<file path="config.mk">
export PLATFORM = sky130hd
export DESIGN_NAME = axis_rr_stream_arbiter
export DESIGN_NICKNAME = d
export VERILOG_FILES = /design/src/rtl/axis_rr_stream_arbiter_pkg.sv /design/src/rtl/axis_rr_stream_arbiter_skid_buf.sv /design/src/rtl/axis_rr_stream_arbiter.sv
export SDC_FILE = /design/constraint.sdc
export NUM_CORES = 1
export LEC_CHECK = 0
export CAP_MARGIN = 40
export CORE_AREA = 4 4 502 504
export DETAILED_ROUTE_END_ITERATION = 8
export DIE_AREA = 0 0 506 508
export MAX_ROUTING_LAYER = met4
export SETUP_SLACK_MARGIN = 0.02
export SLEW_MARGIN = 30
export SYNTH_ARGS = -nofsm -noshare
export SYNTH_HDL_FRONTEND = slang
export SYNTH_SLANG_ARGS = --single-unit
</file>
<file path="constraint.sdc">
create_clock -name axis_clk -period 3.3 [get_ports axis_clk]
set_input_delay 0.825 -clock axis_clk [delete_from_list [all_inputs] [get_ports axis_clk]]
set_output_delay 0.825 -clock axis_clk [all_outputs]
set_load 0.03 [all_outputs]
</file>
<file path="src/rtl/axis_rr_stream_arbiter_pkg.sv">
// Shared types and constants for the round-robin AXI-Stream arbiter.
package axis_rr_stream_arbiter_pkg;

    typedef enum logic {ARB_IDLE, ARB_GRANT} arb_state_t;

    localparam int AXIS_DATA_W = 256;

endpackage

</file>
<file path="src/rtl/axis_rr_stream_arbiter_skid_buf.sv">
// Two-entry fully registered valid/ready buffer; head entry drives the output.
module axis_skid_buf #(
    parameter int W = 8
) (
    input  logic         clk,
    input  logic         rst,
    input  logic         in_valid,
    output logic         in_ready,
    input  logic [W-1:0] in_data,
    output logic         out_valid,
    input  logic         out_ready,
    output logic [W-1:0] out_data
);

    logic [1:0]   count_q, count_d;
    logic [W-1:0] head_q, head_d;
    logic [W-1:0] tail_q, tail_d;
    logic         ready_q, ready_d;
    logic         valid_q, valid_d;
    logic         push, pop;

    // Simultaneous push and pop is only possible with one entry held, so the new beat replaces the head.
    always_comb begin
        push    = in_valid && ready_q;
        pop     = valid_q && out_ready;
        count_d = count_q;
        head_d  = head_q;
        tail_d  = tail_q;
        case ({push, pop})
            2'b10: begin
                if (count_q == 2'd0) head_d = in_data;
                else                 tail_d = in_data;
                count_d = count_q + 2'd1;
            end
            2'b01: begin
                head_d  = tail_q;
                count_d = count_q - 2'd1;
            end
            2'b11: head_d = in_data;
            default: ;
        endcase
        ready_d = (count_d != 2'd2);
        valid_d = (count_d != 2'd0);
    end

    always_ff @(posedge clk or negedge rst) begin
        if (!rst) begin
            count_q <= 2'd0;
            head_q  <= '0;
            tail_q  <= '0;
            ready_q <= 1'b1;
            valid_q <= 1'b0;
        end else begin
            count_q <= count_d;
            head_q  <= head_d;
            tail_q  <= tail_d;
            ready_q <= ready_d;
            valid_q <= valid_d;
        end
    end

    assign in_ready  = ready_q;
    assign out_valid = valid_q;
    assign out_data  = head_q;

endmodule

</file>
<file path="src/rtl/axis_rr_stream_arbiter.sv">
// Round-robin arbiter with a burst cap sharing one AXI-Stream sink among NUM_SRC sources.
module axis_rr_stream_arbiter
    import axis_rr_stream_arbiter_pkg::*;
#(
    parameter  int NUM_SRC   = 4,
    parameter  int DATA_W    = AXIS_DATA_W,
    parameter  int MAX_BURST = 16,
    localparam int ID_W      = $clog2(NUM_SRC)
) (
    input  logic                      axis_clk,
    input  logic                      rst,
    input  logic [NUM_SRC-1:0]        s_axis_tvalid,
    output logic [NUM_SRC-1:0]        s_axis_tready,
    input  logic [NUM_SRC*DATA_W-1:0] s_axis_tdata,
    output logic                      m_axis_tvalid,
    input  logic                      m_axis_tready,
    output logic [DATA_W-1:0]         m_axis_tdata,
    output logic [ID_W-1:0]           m_axis_tid,
    output logic                      busy,
    output logic [ID_W-1:0]           grant_id
);

    localparam int CNT_W = $clog2(MAX_BURST + 1);

    arb_state_t        state_q, state_d;
    logic [ID_W-1:0]   grant_q, grant_d;
    logic [CNT_W-1:0]  beat_cnt_q, beat_cnt_d;
    logic              skid_in_ready;
    logic              src_valid;
    logic              xfer;
    logic [DATA_W-1:0] src_data;

    // Rotate so the source after the last grant sits at bit 0, take the lowest set bit, rotate back.
    function automatic logic [ID_W-1:0] rr_pick(input logic [NUM_SRC-1:0] req,
                                                input logic [ID_W-1:0]    last);
        logic [2*NUM_SRC-1:0] dbl;
        logic [NUM_SRC-1:0]   rot;
        int                   start;
        int                   off;
        start = (int'(last) + 1) % NUM_SRC;
        dbl   = {req, req};
        rot   = dbl[start +: NUM_SRC];
        off   = 0;
        for (int i = NUM_SRC - 1; i >= 0; i--) begin
            if (rot[i]) off = i;
        end
        return ID_W'((start + off) % NUM_SRC);
    endfunction

    always_comb begin
        src_valid     = s_axis_tvalid[grant_q];
        src_data      = s_axis_tdata[int'(grant_q)*DATA_W +: DATA_W];
        s_axis_tready = '0;
        if (state_q == ARB_GRANT) s_axis_tready[grant_q] = skid_in_ready;
        xfer = (state_q == ARB_GRANT) && src_valid && skid_in_ready;
    end

    always_comb begin
        state_d    = state_q;
        grant_d    = grant_q;
        beat_cnt_d = beat_cnt_q;
        case (state_q)
            ARB_IDLE: begin
                if (|s_axis_tvalid) begin
                    grant_d    = rr_pick(s_axis_tvalid, grant_q);
                    beat_cnt_d = '0;
                    state_d    = ARB_GRANT;
                end
            end
            ARB_GRANT: begin
                if (!src_valid) begin
                    state_d = ARB_IDLE;
                end else if (skid_in_ready) begin
                    beat_cnt_d = beat_cnt_q + CNT_W'(1);
                    if (beat_cnt_q == CNT_W'(MAX_BURST - 1)) state_d = ARB_IDLE;
                end
            end
            default: state_d = ARB_IDLE;
        endcase
    end

    always_ff @(posedge axis_clk or negedge rst) begin
        if (!rst) begin
            state_q    <= ARB_IDLE;
            grant_q    <= ID_W'(NUM_SRC - 1);
            beat_cnt_q <= '0;
        end else begin
            state_q    <= state_d;
            grant_q    <= grant_d;
            beat_cnt_q <= beat_cnt_d;
        end
    end

    axis_skid_buf #(
        .W(DATA_W + ID_W)
    ) u_skid (
        .clk      (axis_clk),
        .rst      (rst),
        .in_valid (xfer),
        .in_ready (skid_in_ready),
        .in_data  ({grant_q, src_data}),
        .out_valid(m_axis_tvalid),
        .out_ready(m_axis_tready),
        .out_data ({m_axis_tid, m_axis_tdata})
    );

    assign busy     = (state_q == ARB_GRANT);
    assign grant_id = grant_q;

endmodule

</file>
==> impl_metrics.csv, run 1 <==
group,metric,value,unit
route,ant_nets,0,
global_route,grt_pass1_vias,26400,
timing,fmax,319.4,MHz
yosys,synth_enable_flop_cells,0,
route,drt_pass1_iterations,5,
global_route,grt.busiest_layer,"met2",
outcome,outcome,"finished, final reports clean",
clocking,clkTransAtPathRegs,0.06,ns
timing,period_needed,3.131,ns
timing,fin_crit_sh,94.88,%
place,gp_congestion,0.9599,
clocking,cts_repair_resize_count,4,
critical_path,path_cells,"inv_1 -> ha_1 -> and3_1 -> dlygate4sd2_1",
critical_path,crit_required,2.47,ns
cells_and_area,regArea,13220,µm²
global_route,gr-total-overflow,0,
yosys,ys_ff_latch,528,
global_route,gr-usage-met1,18.05,%
cells_and_area,post-route-util,19.81,%
route,drc,0,
floorplanning,core_area,247700,µm²
floorplanning,start_util,11.40,%
timing,hold_viol_final,0,
floorplanning,io_pins,1297,
cells_and_area,design_area,49090,µm²
route,routed_wl,221600,µm
global_route,antenna_found_initial,328,
place,dp_hpwl,197700,µm
global_route,met3_usage,12.94,%
route,drtIter0Drc,1774,
critical_path,critPathMaxStageDelay,0.73,ns
timing,worst_slew_margin_rel,52.79,%
clocking,cts_tree,"done",
yosys,synthesis.instances,2077,
clocking,clock_path_buffers,3,
cells_and_area,multiInputGateArea,14050,µm²
clocking,cts_root_buffer,"clkbuf_16",
yosys,synthTopCellsByCount,"dfrtp_1, nand2_1, mux2i_1",
critical_path,path_max_fanout,14,
cells_and_area,area_growth,73.85,%
global_route,grt_usage,17.19,%
place,dpl.cell_count,6698,
yosys,synth_area_leaders,"dfrtp_1, mux4_2, mux2_2",
yosys,syn_nets,3119,
floorplanning,rows,183,
timing,drv_slew,0,
route,avgViaCountPerCell,3.621,
timing,setup_viol,0,
clocking,clkLatencyLatePin,0.69,ns
global_route,grt_start_max_net_pins,100,
yosys,synthArstFlopShare,100.0,%
yosys,yosysWarnings,0,
cells_and_area,final_cells,7018,
yosys,ys.flop_type,"dfrtp_1",
yosys,synth.cell_area,28240,µm²
route,num_vias,25410,
timing,finClkSkew,0.03149,ns
clocking,cts_buffers,69,
timing,rsz0062_at_grt,"false",
critical_path,crit_path_start_kind,"flip-flop",
clocking,clock_sinks,528,
run,maxCapViolations,0,
place,post_dp_cell_area,46210,µm²
cells_and_area,fillers,27020,
cells_and_area,layout-drive-gt1-share,23.35,%
critical_path,crit_type,"reg2out",
pwr,p_leak,18.44,nW
yosys,yosys.cell_types.count,35,
cells_and_area,nets,4481,
route,wl_per_cell,31.58,µm
yosys,synth-seq-area-share,46.81,%
pwr,ir_worst_vdd,0.4710,mV
min_path,hold_class,"in2async",
critical_path,cp_slowest_cell,"dfstp_4",
place,io_buffers,1296,
clocking,h-tree-depth,3,
floorplanning,die_w,506,µm
floorplanning,die_area,257000,µm²
global_route,met2_usage,25.25,%
timing,hold-worst-slack,0.07371,ns
clocking,hold_buffers,0,
global_route,grt_pass1_wl,278000,µm
critical_path,end_kind,"output pin",
pwr,power.total,45.61,mW
yosys,yosysMostFrequentCell,"dfrtp_1",
yosys,yosys.area.top_type,"dfrtp_1",
yosys,netlist.area_leader.share,46.53,%
pwr,p_per_area,929.1,nW/µm²
yosys,avgSynthCellArea,13.59,µm²
critical_path,cp.arrival,2.31,ns
timing,tightest_slew,0.7082,ns
floorplanning,die_h,508,µm
clocking,post_cts_buffers,0,
logic make-up (layout without fill, tap and decap cells):
kind of cell | after synthesis | in the layout | share of synthesized area [%]
muxes | 771 | 771 | 39.85
DFF | 528 | 528 | 46.81
and+or+nand+nor | 302 | 302 | 4.174
AOI/OAI and AO/OA | 276 | 276 | 4.976
buffers and inverters | 184 | 1601 | 3.545
adders and majority gates | 11 | 11 | 0.4874
xor gates and xnor gates | 5 | 5 | 0.1551
other | 0 | 194 | 0
routing by layer:
metal  vias to the layer above  wire, µm  share of wire [%]
li1                      10830         -                  -
met2                      1506     95310                 43
met5                         -         0                  0
met3                       304     36350                 16
met4                         0      5974                2.7
met1                     12770     83990                 38
final cells by class:
| class | count | area share [%] |
|---|---|---|
| timing repair buffer | 1468 | 30.04 |
| antenna | 194 | 0.9890 |
| tap | 3330 | 8.488 |
| multi-input combinational | 1365 | 28.61 |
| sequential | 528 | 26.94 |
| inverter | 7 | 0.05353 |
| clock buffer | 102 | 4.099 |
| clock inverter | 24 | 0.7749 |
per-stage QoR:
step	setup TNS [ns]	setup slack, ns
after global placement	-8.595	-0.08275
after global routing	0	0.03143
after floorplan	0	0.3404
final	0	0.1690
after CTS	0	0.05382
after detailed placement	-11.44	-0.09808
registers in the layout, indices dropped and copies added, names as in the netlist:
| signal | cells |
|---|---|
| grant_id | 2 |
| u_skid.out_valid | 1 |
| u_skid.count_q | 2 |
| u_skid.out_data | 258 |
| u_skid.tail_q | 258 |
| beat_cnt_q | 5 |
| u_skid.in_ready | 1 |
| busy | 1 |
cell usage in the layout, fill, tap and decap left out, types with 2 or more instances in the layout:
| cell type | count |
|---|---|
| diode_2 | 194 |
| xnor2_1 | 3 |
| clkbuf_16 | 70 |
| mux2_2 | 256 |
| nor2_1 | 11 |
| nand2_1 | 271 |
| inv_16 | 2 |
| buf_4 | 143 |
| mux2i_1 | 258 |
| o21ai_0 | 216 |
| inv_6 | 3 |
| clkbuf_1 | 18 |
| clkinvlp_4 | 5 |
| or2_2 | 2 |
| nand3_1 | 6 |
| dfstp_4 | 2 |
| dfrtp_1 | 525 |
| clkinv_2 | 5 |
| o21ai_1 | 50 |
| xor2_1 | 2 |
| and3_1 | 5 |
| buf_12 | 41 |
| a21oi_1 | 3 |
| ha_1 | 10 |
| inv_1 | 6 |
| mux4_2 | 257 |
| dlygate4sd2_1 | 4 |
| clkdlybuf4s50_1 | 1279 |
| bufinv_16 | 7 |
| clkbuf_8 | 14 |
| o32ai_1 | 2 |
report_power, final:
part,switching (mW),internal (mW)
Clock,3.25,4.81
Combinational,13.6,12.1
Sequential,1.93,9.89
Total,18.8,26.8
worst max-delay path: cells and delay by family, from the launching register on:
kind | cells | cell delay [ns]
adder cells (fa/ha/maj) | 1 | 0.22
buffers and inverters | 2 | 0.53
flip-flops | 1 | 0.73
AND/OR/NAND/NOR | 1 | 0.13
final timing paths:
check	from	cells after the start	end	slack (ns)
max reg2reg	grant_id[0]	8	u_skid.tail_q[79]	0.38
max	grant_id[0]	4	s_axis_tready[0]	0.17
min reg2reg	u_skid.out_data[129]	2	u_skid.out_data[129]	0.48
min	rst	1	u_skid.out_data[58]	0.07
max in group asynchronous	rst	2	u_skid.tail_q[150]	2.23
min in group axis_clk	u_skid.out_data[129]	2	u_skid.out_data[129]	0.48
Power figures use the tool's default switching activity.
==> run 2: changes to the inputs <==
--- a/config.mk
+++ b/config.mk
@@ -10,6 +10,7 @@
 export DETAILED_ROUTE_END_ITERATION = 8
 export DIE_AREA = 0 0 506 508
 export MAX_ROUTING_LAYER = met4
+export REMOVE_ABC_BUFFERS = 1
 export SETUP_SLACK_MARGIN = 0.02
 export SLEW_MARGIN = 30
 export SYNTH_ARGS = -nofsm -noshare
==> impl_metrics.csv, run 2 (synthesis results as in run 1) <==
group,metric,value,unit
pwr,p_leak,18.38,nW
timing,drv_slew,0,
floorplanning,io_pins,1297,
cells_and_area,design_area,48790,µm²
floorplanning,die_w,506,µm
timing,finClkSkew,0.03041,ns
critical_path,critPathBufInv,2,
global_route,gr-total-overflow,0,
clocking,cts_root_buffer,"clkbuf_16",
cells_and_area,nets,4476,
route,ant_nets,0,
critical_path,r2r-start,"grant_id[0]",
timing,setup_viol,0,
timing,tightest_slew,0.7038,ns
timing,fmax,328.4,MHz
floorplanning,core_area,247700,µm²
timing,worst_slew_margin_rel,52.94,%
timing,period_needed,3.045,ns
place,io_buffers,1296,
clocking,clkLatencyLatePin,0.71,ns
cells_and_area,final_common_cell,"clkdlybuf4s50_1",
route,drtIter0Drc,2066,
route,num_vias,25480,
global_route,grt_usage,16.17,%
cells_and_area,layout_common_cells,"clkdlybuf4s50_1, dfrtp_1, nand2_1, mux2i_1, mux4_2",
critical_path,critPathTopFamily,"flip-flops",
cells_and_area,layout-drive-gt1-share,23.11,%
floorplanning,rows,183,
cells_and_area,area_growth,72.81,%
clocking,clock_sinks,528,
route,wl_per_cell,30.22,µm
route,routed_wl,209500,µm
timing,rsz0062_at_grt,"false",
route,drc,0,
pwr,p_per_area,926.8,nW/µm²
timing,hold_viol_final,0,
timing,setup_tns,0,ns
min_path,holdCritStartpoint,"u_skid.out_data[116]",
global_route,grt_start_max_net_pins,83,
place,dp_hpwl,183600,µm
cells_and_area,post-route-util,19.69,%
floorplanning,die_area,257000,µm²
critical_path,crit_required,2.47,ns
floorplanning,start_util,11.40,%
timing,worst_slack,0.2551,ns
cells_and_area,fillers,26970,
place,gp_congestion,0.9915,
timing,fin_crit_sh,92.27,%
pwr,ir_worst_vdd,0.3828,mV
critical_path,crit_type,"reg2out",
critical_path,path_cells,"buf_12 -> ha_1 -> and3_1 -> buf_4",
timing,hold-worst-slack,0.4734,ns
route,drt_pass1_iterations,5,
floorplanning,die_h,508,µm
run,maxCapViolations,0,
global_route,antenna_found_initial,285,
critical_path,cp_slowest_cell,"dfstp_4",
critical_path,critPathMaxStageDelay,0.68,ns
critical_path,crit_path_start_kind,"flip-flop",
clocking,clock_path_buffers,3,
global_route,grt_pass1_vias,26260,
critical_path,end_kind,"output pin",
clocking,cts_buffers,69,
place,post_dp_cell_area,46210,µm²
critical_path,crit_start,"grant_id[0]",
critical_path,path_max_fanout,41,
global_route,grt_pass1_wl,264800,µm
critical_path,cp.arrival,2.22,ns
clocking,clkTransAtPathRegs,0.06,ns
outcome,outcome,"finished, final reports clean",
clocking,h-tree-depth,3,
clocking,post_cts_buffers,0,
clocking,cts_tree,"done",
min_path,hold_class,"reg2reg",
route,avgViaCountPerCell,3.675,
place,dpl_worst_slack,-0.07346,ns
[run 2: cell types whose count changed in the layout (fill, tap and decap cells not counted), sizes merged, moves of 8 or more]
cell           before   now
diode             194   116
buf               185   172
clkinv              6    16
clkbuf            102    93
clkdlybuf4s50    1279  1287
[run 2: metrics by stage]
stage	instances	power, mW
after floorplan	1900	25.63
after global placement	6692	37.26
after detailed placement	6692	37.76
after CTS	6817	45.89
after global routing	6926	47.93
final	6933	45.22
[run 2: where the power goes]
| group | internal [mW] | switching, mW | total, mW |
|---|---|---|---|
| combinational | 12.1 | 13.5 | 25.6 |
| sequential | 9.88 | 1.91 | 11.8 |
| clock | 4.47 | 3.38 | 7.85 |
| total | 26.5 | 18.8 | 45.2 |
[run 2: cell type report]
| cell class | count | area, µm² | share of cell area, % |
|---|---|---|---|
| clock inverters | 31 | 357.8 | 0.7334 |
| multi-input cells | 1365 | 14050 | 28.79 |
| diodes | 116 | 290.3 | 0.5949 |
| inverters | 7 | 26.28 | 0.05385 |
| flip-flops and latches | 528 | 13220 | 27.10 |
| repair buffers | 1463 | 14760 | 30.24 |
| clock buffers | 93 | 1927 | 3.949 |
| well taps | 3330 | 4167 | 8.539 |
[run 2: repair_timing]
action / in CTS / in global routing
endpoints found under the hold margin: 19 / 0
hold buffers: 1 / 0
endpoints found under the setup margin: 3 / 0
gates resized for setup: 3 / 0
[run 2: tightest hold or removal path: cells and delay by family, from the launching register on]
family          cells  cell delay (ns)
simple gates        1             0.04
flops               1             0.34
compound gates      1             0.06
[run 2: worst paths after layout]
| kind | endpoint | cells past startpoint | slack (ns) |
|---|---|---|---|
| max in group asynchronous | u_skid.tail_q[34] | 4 | 1.59 |
| min in group asynchronous | u_skid.tail_q[206] | 2 | 0.66 |
| max reg2reg | u_skid.tail_q[110] | 8 | 0.45 |
| min reg2reg | u_skid.out_data[116] | 2 | 0.47 |
| max | s_axis_tready[3] | 4 | 0.26 |
| min | u_skid.out_data[116] | 2 | 0.47 |
[run 2: metal layers]
layer  up-vias  share of wire (%)  global-route usage [%]
li1      10690                  -                       -
met1     12850                 38                   17.41
met2      1563                 46                   25.64
met3       378                 13                   9.243
met4         0                2.7                   3.984
met5         -                  0                       -
==> run 3: changes to the inputs <==
--- a/config.mk
+++ b/config.mk
@@ -5,10 +5,11 @@
 export SDC_FILE = /design/constraint.sdc
 export NUM_CORES = 1
 export LEC_CHECK = 0
+export ABC_CLOCK_PERIOD_IN_PS = 3300
 export CAP_MARGIN = 40
-export CORE_AREA = 4 4 502 504
+export CORE_AREA = 8 8 492 494
 export DETAILED_ROUTE_END_ITERATION = 8
-export DIE_AREA = 0 0 506 508
+export DIE_AREA = 0 0 500 502
 export MAX_ROUTING_LAYER = met4
 export REMOVE_ABC_BUFFERS = 1
 export SETUP_SLACK_MARGIN = 0.02
@@ -16,3 +17,4 @@
 export SYNTH_ARGS = -nofsm -noshare
 export SYNTH_HDL_FRONTEND = slang
 export SYNTH_SLANG_ARGS = --single-unit
+export TNS_END_PERCENT = 30
==> impl_metrics.csv, run 3 (synthesis results as in run 1) <==
group,metric,value,unit
global_route,grt_start_max_net_pins,100,
global_route,grt_usage,16.42,%
clocking,cts_tree,"done",
min_path,hold_class,"in2async",
timing,worst_slack,0.1292,ns
floorplanning,start_util,12.06,%
route,routed_wl,209400,µm
global_route,grt_pass1_vias,25760,
clocking,clkLatencyLatePin,0.69,ns
critical_path,cp.arrival,2.35,ns
route,drt_pass1_iterations,9,
floorplanning,core_area,234100,µm²
clocking,clock_sinks,528,
critical_path,end_kind,"output pin",
floorplanning,rows,178,
route,ant_nets,0,
cells_and_area,final_common_cell,"clkdlybuf4s50_1",
critical_path,reg2regPathDepth,8,
cells_and_area,fillers,25200,
critical_path,crit_required,2.47,ns
outcome,outcome,"complete, but fails checks",
timing,period_needed,3.171,ns
cells_and_area,layout_common_cells,"clkdlybuf4s50_1, dfrtp_1, nand2_1, mux2i_1, mux4_2",
clocking,h-tree-depth,3,
run,maxCapViolations,0,
critical_path,crit_type,"reg2out",
pwr,p_leak,18.28,nW
global_route,gr-total-overflow,0,
floorplanning,io_pins,1297,
cells_and_area,regArea,13220,µm²
clocking,cts_buffers,68,
route,highest_layer,"met4",
timing,setup_viol,0,
route,avgViaCountPerCell,3.722,
outcome,violations,"DRC",
cells_and_area,multiInputGateArea,14050,µm²
place,dpl_worst_slack,-0.03299,ns
floorplanning,die_w,500,µm
timing,setup_tns,0,ns
route,wl_met3,29210,µm
timing,fin_crit_sh,96.08,%
pwr,ir_worst_vdd,0.6509,mV
place,dp_hpwl,184500,µm
route,drtIter0Drc,2295,
route,wl_met2,96790,µm
clocking,hold_buffers,0,
route,drc,13,
floorplanning,die_area,251000,µm²
cells_and_area,area_growth,71.84,%
clocking,cts_root_buffer,"clkbuf_16",
critical_path,path_max_fanout,15,
pwr,p_per_area,928.1,nW/µm²
timing,rsz0062_at_grt,"true",
route,wirelength_met1,77240,µm
timing,worst_slew_margin_rel,39.55,%
timing,drv_slew,0,
cells_and_area,nets,4449,
critical_path,crit_path_start_kind,"flip-flop",
timing,finClkSkew,0.04480,ns
clocking,clkTransAtPathRegs,0.06,ns
global_route,grt_pass1_wl,263600,µm
floorplanning,die_h,502,µm
cells_and_area,layout-drive-gt1-share,22.45,%
global_route,antenna_found_initial,281,
place,io_buffers,1296,
clocking,clock_path_buffers,3,
place,gp_congestion,0.9947,
timing,fmax,315.4,MHz
timing,tightest_slew,0.9067,ns
route,wl_per_cell,31.08,µm
route,num_vias,25080,
timing,hold_viol_final,0,
run 3: final timing paths:
check / start / endpoint / slack, ns
setup / recovery: grant_id[0] / s_axis_tready[2] / 0.13
hold / removal: rst / u_skid.out_data[181] / 0.19
setup reg to reg: grant_id[0] / u_skid.out_data[70] / 0.40
hold reg to reg: u_skid.out_data[193] / u_skid.out_data[193] / 0.48
max in group asynchronous: rst / u_skid.out_data[71] / 2.22
min in group axis_clk: u_skid.out_data[193] / u_skid.out_data[193] / 0.48
run 3: repair_timing:
action | in CTS | in global routing
pin swaps | 0 | 0
endpoints found under the hold margin | 0 | 0
resized for setup | 9 | 1
endpoints found under the setup margin | 6 | 4
cloned | 0 | 1
buffers inserted | 3 | 0
run 3: report_power, final:
group	switching, mW	internal [mW]	leakage (nW)
clock network	3.22	4.65	1.13
logic	13.5	12.0	10.8
registers	1.87	9.88	6.40
run 3: metal layers:
metal / track usage (%) / vias up
met3: 9.803 / 356
met2: 26.29 / 1516
li1: - / 10660
met1: 17.33 / 12550
met4: 4.011 / 0
met5: - / -
run 3: layout make-up:
| cell class | count | share of cell area (%) |
|---|---|---|
| Clock buffer | 99 | 4.139 |
| Timing Repair Buffer | 1437 | 30.09 |
| Multi-Input combinational cell | 1365 | 28.95 |
| Antenna cell | 133 | 0.6859 |
| Sequential cell | 528 | 27.25 |
| Tap cell | 3150 | 8.123 |
| Inverter | 7 | 0.05415 |
| Clock inverter | 20 | 0.7040 |
run 3: worst max-delay path, stage by stage, from the launching register on:
cell	delay (ns)
dfstp_4	0.74
inv_1	0.19
ha_1	0.23
and3_1	0.13
dlygate4sd2_1	0.35
run 3: stage by stage:
step | std cells | instance area [µm²] | hold WS, ns | util [%] | total power [mW]
final | 6739 | 48520 | 0.1914 | 20.73 | 45.03
after global routing | 6720 | 48470 | 0.1479 | 20.71 | 47.70
after CTS | 6605 | 48160 | 0.1222 | 20.57 | 45.70
after detailed placement | 6483 | 45770 | 0.4700 | 19.55 | 37.50
after global placement | 6483 | 45770 | 0.4617 | 19.55 | 37.00
after floorplan | 1900 | 27260 | 0.4494 | - | 25.63
